--- config.mk ---
export PLATFORM = sky130hd
export DESIGN_NAME = inst_axi_rd_bridge
export DESIGN_NICKNAME = d
export VERILOG_FILES = /design/src/rtl/inst_axi_rd_bridge.sv
export SDC_FILE = /design/constraint.sdc
export NUM_CORES = 1
export LEC_CHECK = 0
export CELL_PAD_IN_SITES_DETAIL_PLACEMENT = 0
export CELL_PAD_IN_SITES_GLOBAL_PLACEMENT = 1
export CORE_AREA = 10 10 112 114
export DETAILED_ROUTE_END_ITERATION = 16
export DIE_AREA = 0 0 122 124
export PLACE_DENSITY = 0.88
export SLEW_MARGIN = 20
export SYNTH_ARGS = -nofsm -noshare
export SYNTH_HDL_FRONTEND = slang
export SYNTH_SLANG_ARGS = --single-unit
--- constraint.sdc ---
create_clock -name clk -period 2.86 [get_ports clk]
set_clock_uncertainty 0.05 [all_clocks]
set_input_delay 0.572 -clock clk [delete_from_list [all_inputs] [get_ports clk]]
set_output_delay 0.572 -clock clk [all_outputs]
set_load 0.005 [all_outputs]
--- src/rtl/inst_axi_rd_bridge.sv ---
// Instruction-side bridge from the fetch stage's sram-like req/addr_ok/data_ok
// port to single-beat AXI4 reads. Only the AR and R channels are used.
// At most one AR is pending at a time. Accepted-but-unanswered reads are
// bounded by MAX_OUTSTANDING. Responses are assumed to be in order (single ID).
//
// Handshake semantics: an AXI transfer occurs on a rising edge where
// valid & ready are both 1. The valid side holds its payload stable until that
// edge. rready is tied high, so every R beat is consumed in the cycle it is
// presented. On the sram side, addr_ok is the same-cycle accept of req.
// data_ok flags the single cycle in which rdata is valid.
module inst_axi_rd_bridge #(
  parameter logic [3:0] ARID            = 4'd0,
  parameter int         MAX_OUTSTANDING = 2
) (
  input  logic        clk,
  input  logic        resetn,
  input  logic        inst_sram_req,
  input  logic        inst_sram_wr,
  input  logic [1:0]  inst_sram_size,
  input  logic [3:0]  inst_sram_wstrb,
  input  logic [31:0] inst_sram_addr,
  input  logic [31:0] inst_sram_wdata,
  output logic        inst_sram_addr_ok,
  output logic        inst_sram_data_ok,
  output logic [31:0] inst_sram_rdata,
  output logic [3:0]  arid,
  output logic [31:0] araddr,
  output logic [7:0]  arlen,
  output logic [2:0]  arsize,
  output logic [1:0]  arburst,
  output logic [1:0]  arlock,
  output logic [3:0]  arcache,
  output logic [2:0]  arprot,
  output logic        arvalid,
  input  logic        arready,
  input  logic [3:0]  rid,
  input  logic [31:0] rdata,
  input  logic [1:0]  rresp,
  input  logic        rlast,
  input  logic        rvalid,
  output logic        rready,
  output logic        inst_axi_err
);

  localparam logic [2:0] LP_MAX = 3'(MAX_OUTSTANDING);

  logic        r_arvalid;
  logic [31:0] r_araddr;
  logic [2:0]  r_arsize;
  logic [2:0]  r_cnt;
  logic        r_err;

  logic        w_accept;
  logic        w_beat;
  logic        w_dec;
  logic [1:0]  w_size;
  logic [31:0] w_addr;
  logic        w_unused;

  // Accept only when no AR is pending and the outstanding window has room.
  // Gating with resetn keeps addr_ok/data_ok low while reset is held.
  assign w_accept = resetn & inst_sram_req & ~inst_sram_wr & ~r_arvalid & (r_cnt < LP_MAX);
  // A counted beat answers an accepted request. Beats seen with cnt=0 are strays
  // (e.g. left over from before a reset). They are consumed and dropped.
  assign w_beat   = resetn & rvalid & (r_cnt != 3'd0);
  assign w_dec    = w_beat & rlast;

  // Normalise size (3 behaves as word) and word-align word addresses.
  always_comb begin
    w_size = inst_sram_size;
    if (inst_sram_size == 2'd3) w_size = 2'd2;
    w_addr = inst_sram_addr;
    if (w_size == 2'd2) w_addr[1:0] = 2'b00;
  end

  // AR register: load on accept, hold until the AR handshake completes.
  always_ff @(posedge clk or negedge resetn) begin
    if (!resetn) begin
      r_arvalid <= 1'b0;
      r_araddr  <= 32'd0;
      r_arsize  <= 3'd0;
    end else if (w_accept) begin
      r_arvalid <= 1'b1;
      r_araddr  <= w_addr;
      r_arsize  <= {1'b0, w_size};
    end else if (r_arvalid && arready) begin
      r_arvalid <= 1'b0;
    end
  end

  // Outstanding counter: accept and return in one cycle cancel each other out.
  always_ff @(posedge clk or negedge resetn) begin
    if (!resetn) begin
      r_cnt <= 3'd0;
    end else begin
      case ({w_accept, w_dec})
        2'b10:   r_cnt <= r_cnt + 3'd1;
        2'b01:   r_cnt <= r_cnt - 3'd1;
        default: r_cnt <= r_cnt;
      endcase
    end
  end

  // Sticky error flag: set by any counted beat with a non-OKAY response.
  always_ff @(posedge clk or negedge resetn) begin
    if (!resetn) begin
      r_err <= 1'b0;
    end else if (w_beat && (rresp != 2'b00)) begin
      r_err <= 1'b1;
    end
  end

  // Write-side inputs and rid carry no information for an in-order read bridge.
  assign w_unused = ^{inst_sram_wstrb, inst_sram_wdata, rid};

  assign inst_sram_addr_ok = w_accept;
  assign inst_sram_data_ok = w_beat;
  assign inst_sram_rdata   = rdata;

  assign arid    = ARID;
  assign araddr  = r_araddr;
  assign arlen   = 8'd0;
  assign arsize  = r_arsize;
  assign arburst = 2'b01;
  assign arlock  = 2'b00;
  assign arcache = 4'd0;
  assign arprot  = 3'd0;
  assign arvalid = r_arvalid;
  assign rready  = 1'b1;
  assign inst_axi_err = r_err;

endmodule

==> metrics.md, run 1 <==
| Metric | Value |
|---|---|
| Run status | complete, no violations |
| Layout cells sized above 1 | 23.22% |
| Warnings, synthesis | 0 |
| Max_cap viols | 0 |
| Register area share after synthesis | 46.40% |
| Min-Delay Path Class | in -> async |
| CTS max path bufs | 2 |
| First-pass GRT wire length | 7438 um |
| Crit-path most repeated cell | clkdlybuf4s50_1 |
| Skew-Pair Late Insertion Delay | 0.29 ns |
| Synth top area share | 46.40% |
| Final Critical Period | 2.536 ns |
| Synth Register Bits | 39 |
| Final setup viols | 0 |
| Post-cts sizing count | 0 |
| FF+latch area | 975.9 um2 |
| Via count | between 1k and 1.5k |
| Synthesized cell area | 2103 um2 |
| # fillers | between 1k and 1.5k |
| Slew Limit Fails | 0 |
| Initial antenna violation count | 0 |
| H-Tree Depth | 2 |
| Initial core utilization | 20.56% |
| Worst EP arrival | 1.91 ns |
| Setup TNS after final layout | 0 ns |
| Synth Flop Type | dfrtp_1 |
| Largest net degree at the start of global routing | 36 |
| Final wirelength | 4984 um |
| Yosys cell types | 20 |
| CP max stage delay | 0.53 ns |
| First drt pass iteration count | 4 |
| Row count | 37 |
| RR Endpoint | r_cnt[2] |
| Peak supply drop | 0.2508 mV |
| Vias in the first global route | 1351 |
| Post-layout instance count excluding filler cells | ~350 |
| Max Clock Freq | 394.3 MHz |
| IO Port Bufs | 80 |
| CP top delay family | buffers and inverters |
| Remaining global-route overflow | 0 |
| CTS tree | built |
| Num Clock Sinks | 39 |
| Data required, critical path | 2.24 ns |
| Crit path kind | in -> out |
| Chip Height | 124 um |
| Post-synth EDFFs | 0 |
| Area of the multi-input gates | 733.2 um2 |
| CTS hold repair buffers | 0 |
| Asr flop ratio synth | 100.0% |
| Crit path cell chain | clkdlybuf4s50_1, nor4_2, nand3_4, inv_1, clkdlybuf4s50_1 |
| DR vias/cell | between 3 and 4 |
| R2r worst-path depth | 9 |
| GP Congestion | 0.7520 |
| Final Hold Fails | 0 |
| Final Power | 2.491 mW |
| Nets | approximately 330 |
| Leading area contributor after synthesis | dfrtp_1 |
| Clk pin slew, worst setup/hold paths | 0.08 ns |
| GR Util All Layers | 6.280% |
| R2r setup slk | 0.75 ns |
| Die area | between 15000 and 20000 um2 |
| Final Util | 27.70% |
| PwrDens | approximately 900 nW/um2 |
| RSZ-0062 raised after global routing | false |
| CP endpoint kind | primary output |
| Detail Placement HPWL | 3992 um |
| Layout area overhead | 34.74% |
| CP Launch Type | input port |
| I/O pin total | 210 |
| Leak | 1.312 nW |
| Most frequent cells after synthesis | 57 x buf_4, 39 x dfrtp_1, 27 x mux2_4, 7 x mux2_2, 5 x inv_1 |
| ANT cells | 0 |
| Worst r2r src | arvalid |
| Final antenna-violating net count | 0 |
| Most common cell in the netlist | buf_4 |
| Root buffer cell | clkbuf_8 |
| Top cells by area, synth | dfrtp_1 46%, buf_4 20%, mux2_4 19%, mux2_2 3.7%, buf_6 1.6% |
| Core Area | 10230 um2 |
| # placed instances | 339 |
| Routed length per instance | 14.36 um |
| # DRC | 0 |
| Inserted Clock Buffers | 5 |
| Critical-path top delay cell | clkdlybuf4s50_1 |
| DR iter-0 viols | 50 |
| Setup bufs post-CTS | 0 |
| Worst-path fanout max | 3 |
| Crit path buf inv count | 3 |
| Post-synthesis cell count | 157 |
| Syn avg cell area | 13.40 um2 |
| Die Wd | ~120 um |
| Final period util | 88.69% |
==> final cells by class <==
cell class	instances	area share [%]
clock buffers	6	2.914
flip-flops and latches	39	34.44
inverters	5	0.6623
repair buffers	83	28.87
well taps	136	6.004
clock inverters	2	1.236
multi-input cells	76	25.87
==> through the flow <==
stage | setup WS [ns] | hold slack, ns | area, um2
3_3_place_gp | 0.2788 | 0.3648 | 2716
2_1_floorplan | 0.7565 | 0.2264 | 2190
5_1_grt | 0.2174 | 0.05172 | 2834
6_report | 0.3236 | 0.06011 | 2834
4_1_cts | 0.2901 | 0.05173 | 2834
3_5_place_dp | 0.2380 | 0.3748 | 2716
==> routing by layer <==
layer / vias up / routed length [um] / GRT usage (%)
met5: - / 0 / 0
met4: 0 / 46 / 2.086
met2: 70 / 2245 / 9.724
met1: 561 / 2159 / 7.568
met3: 4 / 533 / 2.896
li1: 535 / - / -
==> cell families (layout without fill, tap and decap cells) <==
| group | count (synthesis) | after routing | share of synthesized area [%] |
|---|---|---|---|
| AO/OA/AOI/OAI | 3 | 3 | 1.011 |
| XOR/XNOR | 3 | 3 | 1.249 |
| adder cells (fa/ha/maj) | 2 | 2 | 1.547 |
| buffers and inverters | 65 | 96 | 22.84 |
| flip-flops | 39 | 39 | 46.40 |
| multiplexers | 35 | 35 | 23.50 |
| other | 2 | 25 | 0.3571 |
| AND/OR/NAND/NOR | 8 | 8 | 3.094 |
==> state kept, by name, summed over array words and instances, names as in the netlist <==
name	cells
araddr	32
arsize	2
arvalid	1
inst_axi_err	1
r_cnt	3
==> layout by cell type, fill, tap and decap left out <==
master / count
mux2i_1: 1
conb_1: 25
clkdlybuf4s50_1: 79
o311a_2: 1
nor2b_1: 3
mux2_4: 27
clkinv_2: 1
inv_1: 5
bufinv_16: 1
dfrtp_1: 39
buf_4: 3
buf_2: 1
nor2_1: 1
and2_1: 1
nand2b_1: 1
nand3_4: 1
fa_1: 1
xnor2_1: 1
xor2_1: 2
clkbuf_8: 6
ha_1: 1
mux2_2: 7
nor4_2: 1
o21ai_0: 2
==> worst max path at each step <==
| stage | endpoint | from | cells after the start | slack, ns |
|---|---|---|---|---|
| floorplan | r_cnt[2] | inst_sram_wr | 9 | 0.76 |
| global placement | r_cnt[2] | inst_sram_wr | 10 | 0.28 |
| detailed placement | r_cnt[2] | inst_sram_wr | 10 | 0.24 |
| CTS | inst_sram_addr_ok | inst_sram_wr | 5 | 0.29 |
| global route | inst_sram_addr_ok | inst_sram_wr | 5 | 0.22 |
| finish | inst_sram_addr_ok | inst_sram_wr | 5 | 0.32 |
==> report_power, final <==
group	internal, mW	switching, mW	total, mW
registers	0.809	0.150	0.960
logic	0.769	0.285	1.05
clock network	0.282	0.194	0.477
Power figures use the tool's default switching activity.
==> run 2, diff against run 1 <==
CORE_AREA = 2 2 104 106   (was 10 10 112 114)
DIE_AREA = 0 0 106 108   (was 0 0 122 124)
GPL_ROUTABILITY_DRIVEN = 0   (was default)
MAX_ROUTING_LAYER = met4   (was default)
==> metrics.md, run 2 (synthesized netlist as in run 1, its figures left out) <==
| Metric | Value |
|---|---|
| PwrDens | 892.6 nW/um2 |
| Die area | between 10000 and 15000 um2 |
| Root buffer cell | clkbuf_8 |
| Worst-path fanout max | 4 |
| Leak | 1.316 nW |
| Layout area overhead | 35.45% |
| Vias in the first global route | roughly 1.2k |
| Routed length per instance | between 10 and 15 um |
| Core Area | between 10000 and 15000 um2 |
| Nets | between 300 and 400 |
| First drt pass iteration count | 3 |
| Initial core utilization | 20.56% |
| Min-Delay Path Class | in -> async |
| Post-cts sizing count | 0 |
| Seq pwr share | 37.7% |
| IO Port Bufs | 80 |
| Crit path kind | in -> out |
| # DRC | 0 |
| Critical-path top delay cell | clkdlybuf4s50_1 |
| Switch Pwr | 0.6166 mW |
| GR Util All Layers | 7.598% |
| Clock power share | between 20% and 30% |
| Final period util | about 89% |
| H-Tree Depth | 2 |
| RSZ-0062 raised after global routing | false |
| Final Hold Fails | 0 |
| Switching share of power | 24.25% |
| Num Clock Sinks | 39 |
| Most Crowded Layer GR | met2 |
| Setup TNS after final layout | 0 ns |
| Final Critical Period | 2.558 ns |
| Most common cell after layout, fill and taps aside | clkdlybuf4s50_1 |
| CP endpoint kind | primary output |
| CP Launch Type | input port |
| Max reg flops | 32 |
| Max Clock Freq | 391.0 MHz |
| Slew Limit Fails | 0 |
| Inserted Clock Buffers | 5 |
| CTS max path bufs | 2 |
| Remaining global-route overflow | 0 |
| First-pass GRT wire length | between 6000 and 7000 um |
| Setup bufs post-CTS | 0 |
| CTS hold repair buffers | 0 |
| Final antenna-violating net count | 0 |
| Largest net degree at the start of global routing | 35 |
| CTS tree | built |
| Crit path cell chain | clkdlybuf4s50_1, nor4_2, nand3_4, inv_1, clkdlybuf4s50_1 |
| Die Wd | ~110 um |
| DR vias/cell | 3.421 |
| Initial antenna violation count | 0 |
| Final Util | 27.85% |
| Via count | roughly 1.2k |
| Final setup viols | 0 |
| R2r setup slk | 0.85 ns |
| CP top delay family | buffers and inverters |
| Worst EP arrival | 1.94 ns |
| Peak supply drop | 0.3248 mV |
| Met1 Use GR | 9.338% |
| ANT cells | 0 |
| Internal | 1.926 mW |
| Clk pin slew, worst setup/hold paths | 0.08 ns |
| Chip Height | roughly 110 um |
| Final wirelength | 4187 um |
| Crit path buf inv count | 3 |
| Skew-Pair Late Insertion Delay | 0.28 ns |
| RR Endpoint | r_cnt[2] |
| Met2 Use GR | 11.24% |
| Most frequent cells in the layout | 79 x clkdlybuf4s50_1, 39 x dfrtp_1, 27 x mux2_4, 25 x conb_1, 7 x mux2_2 |
| R2r worst-path depth | 8 |
| Max_cap viols | 0 |
| Logic pwr share | around 40% |
| Data required, critical path | approximately 2.2 ns |
| GR Util met3 | 2.712% |
| DR iter-0 viols | 61 |
| Detail Placement HPWL | a little over 3000 um |
| Final Power | 2.543 mW |
| Worst r2r src | r_cnt[2] |
| Layout cells sized above 1 | 22.75% |
| Row count | 37 |
| CP max stage delay | 0.52 ns |
| I/O pin total | 210 |
| Run status | complete, no violations |
| Crit-path most repeated cell | clkdlybuf4s50_1 |
-- run 2: power by group through the flow --
stage	Clock (mW)	Combinational, mW	Sequential (mW)
final	0.545	1.04	0.958
after global routing	0.597	1.12	0.991
after CTS	0.573	1.06	0.962
after detailed placement	0	1.05	0.971
after global placement	0	1.03	0.957
after floorplan	0	0.483	0.975
-- run 2: how the worst max path moves through the flow --
stage,startpoint,endpoint,slack (ns),cells past startpoint
after floorplan,inst_sram_wr,r_cnt[2],0.76,9
after global routing,inst_sram_wr,inst_sram_addr_ok,0.19,5
final,inst_sram_wr,inst_sram_addr_ok,0.30,5
after CTS,inst_sram_wr,inst_sram_addr_ok,0.26,5
after global placement,inst_sram_wr,inst_sram_addr_ok,0.27,5
after detailed placement,inst_sram_wr,inst_sram_addr_ok,0.27,5
-- run 2: area by class of cell --
cell class | instances | area (um2)
fill | 1056 | 7382
sequential | 39 | 975.9
inverter | 5 | 18.77
timing repair buffer | 83 | 818.3
tap | 136 | 170.2
clock buffer | 6 | 72.57
multi-input combinational | 76 | 733.2
clock inverter | 2 | 60.06
-- run 2: worst register-to-register path, stage by stage, from the launching register on --
cell and delay (ns):
dfrtp_1 0.42, o311a_2 0.45, and2_1 0.17, ha_1 0.20, inv_1 0.07, fa_1 0.18, xor2_1 0.15, nor2_1 0.06
xor2_1 0.14
-- run 2: metal layers --
layer	routed length (um)	share of wire (%)	vias up
met5	0	0	-
met4	34	0.81	0
met3	348	8.3	4
met2	1852	44	88
met1	1952	47	562
li1	-	-	533
-- run 2: through the flow --
stage / hold slack [ns] / cells / setup slack, ns / area, um2
4_1_cts: 0.07226 / 347 / 0.2631 / 2849
6_report: 0.07949 / 347 / 0.3024 / 2849
5_1_grt: 0.06721 / 347 / 0.1933 / 2849
3_5_place_dp: 0.4030 / 339 / 0.2681 / 2716
2_1_floorplan: 0.2264 / 180 / 0.7565 / 2190
3_3_place_gp: 0.3951 / 339 / 0.2687 / 2716
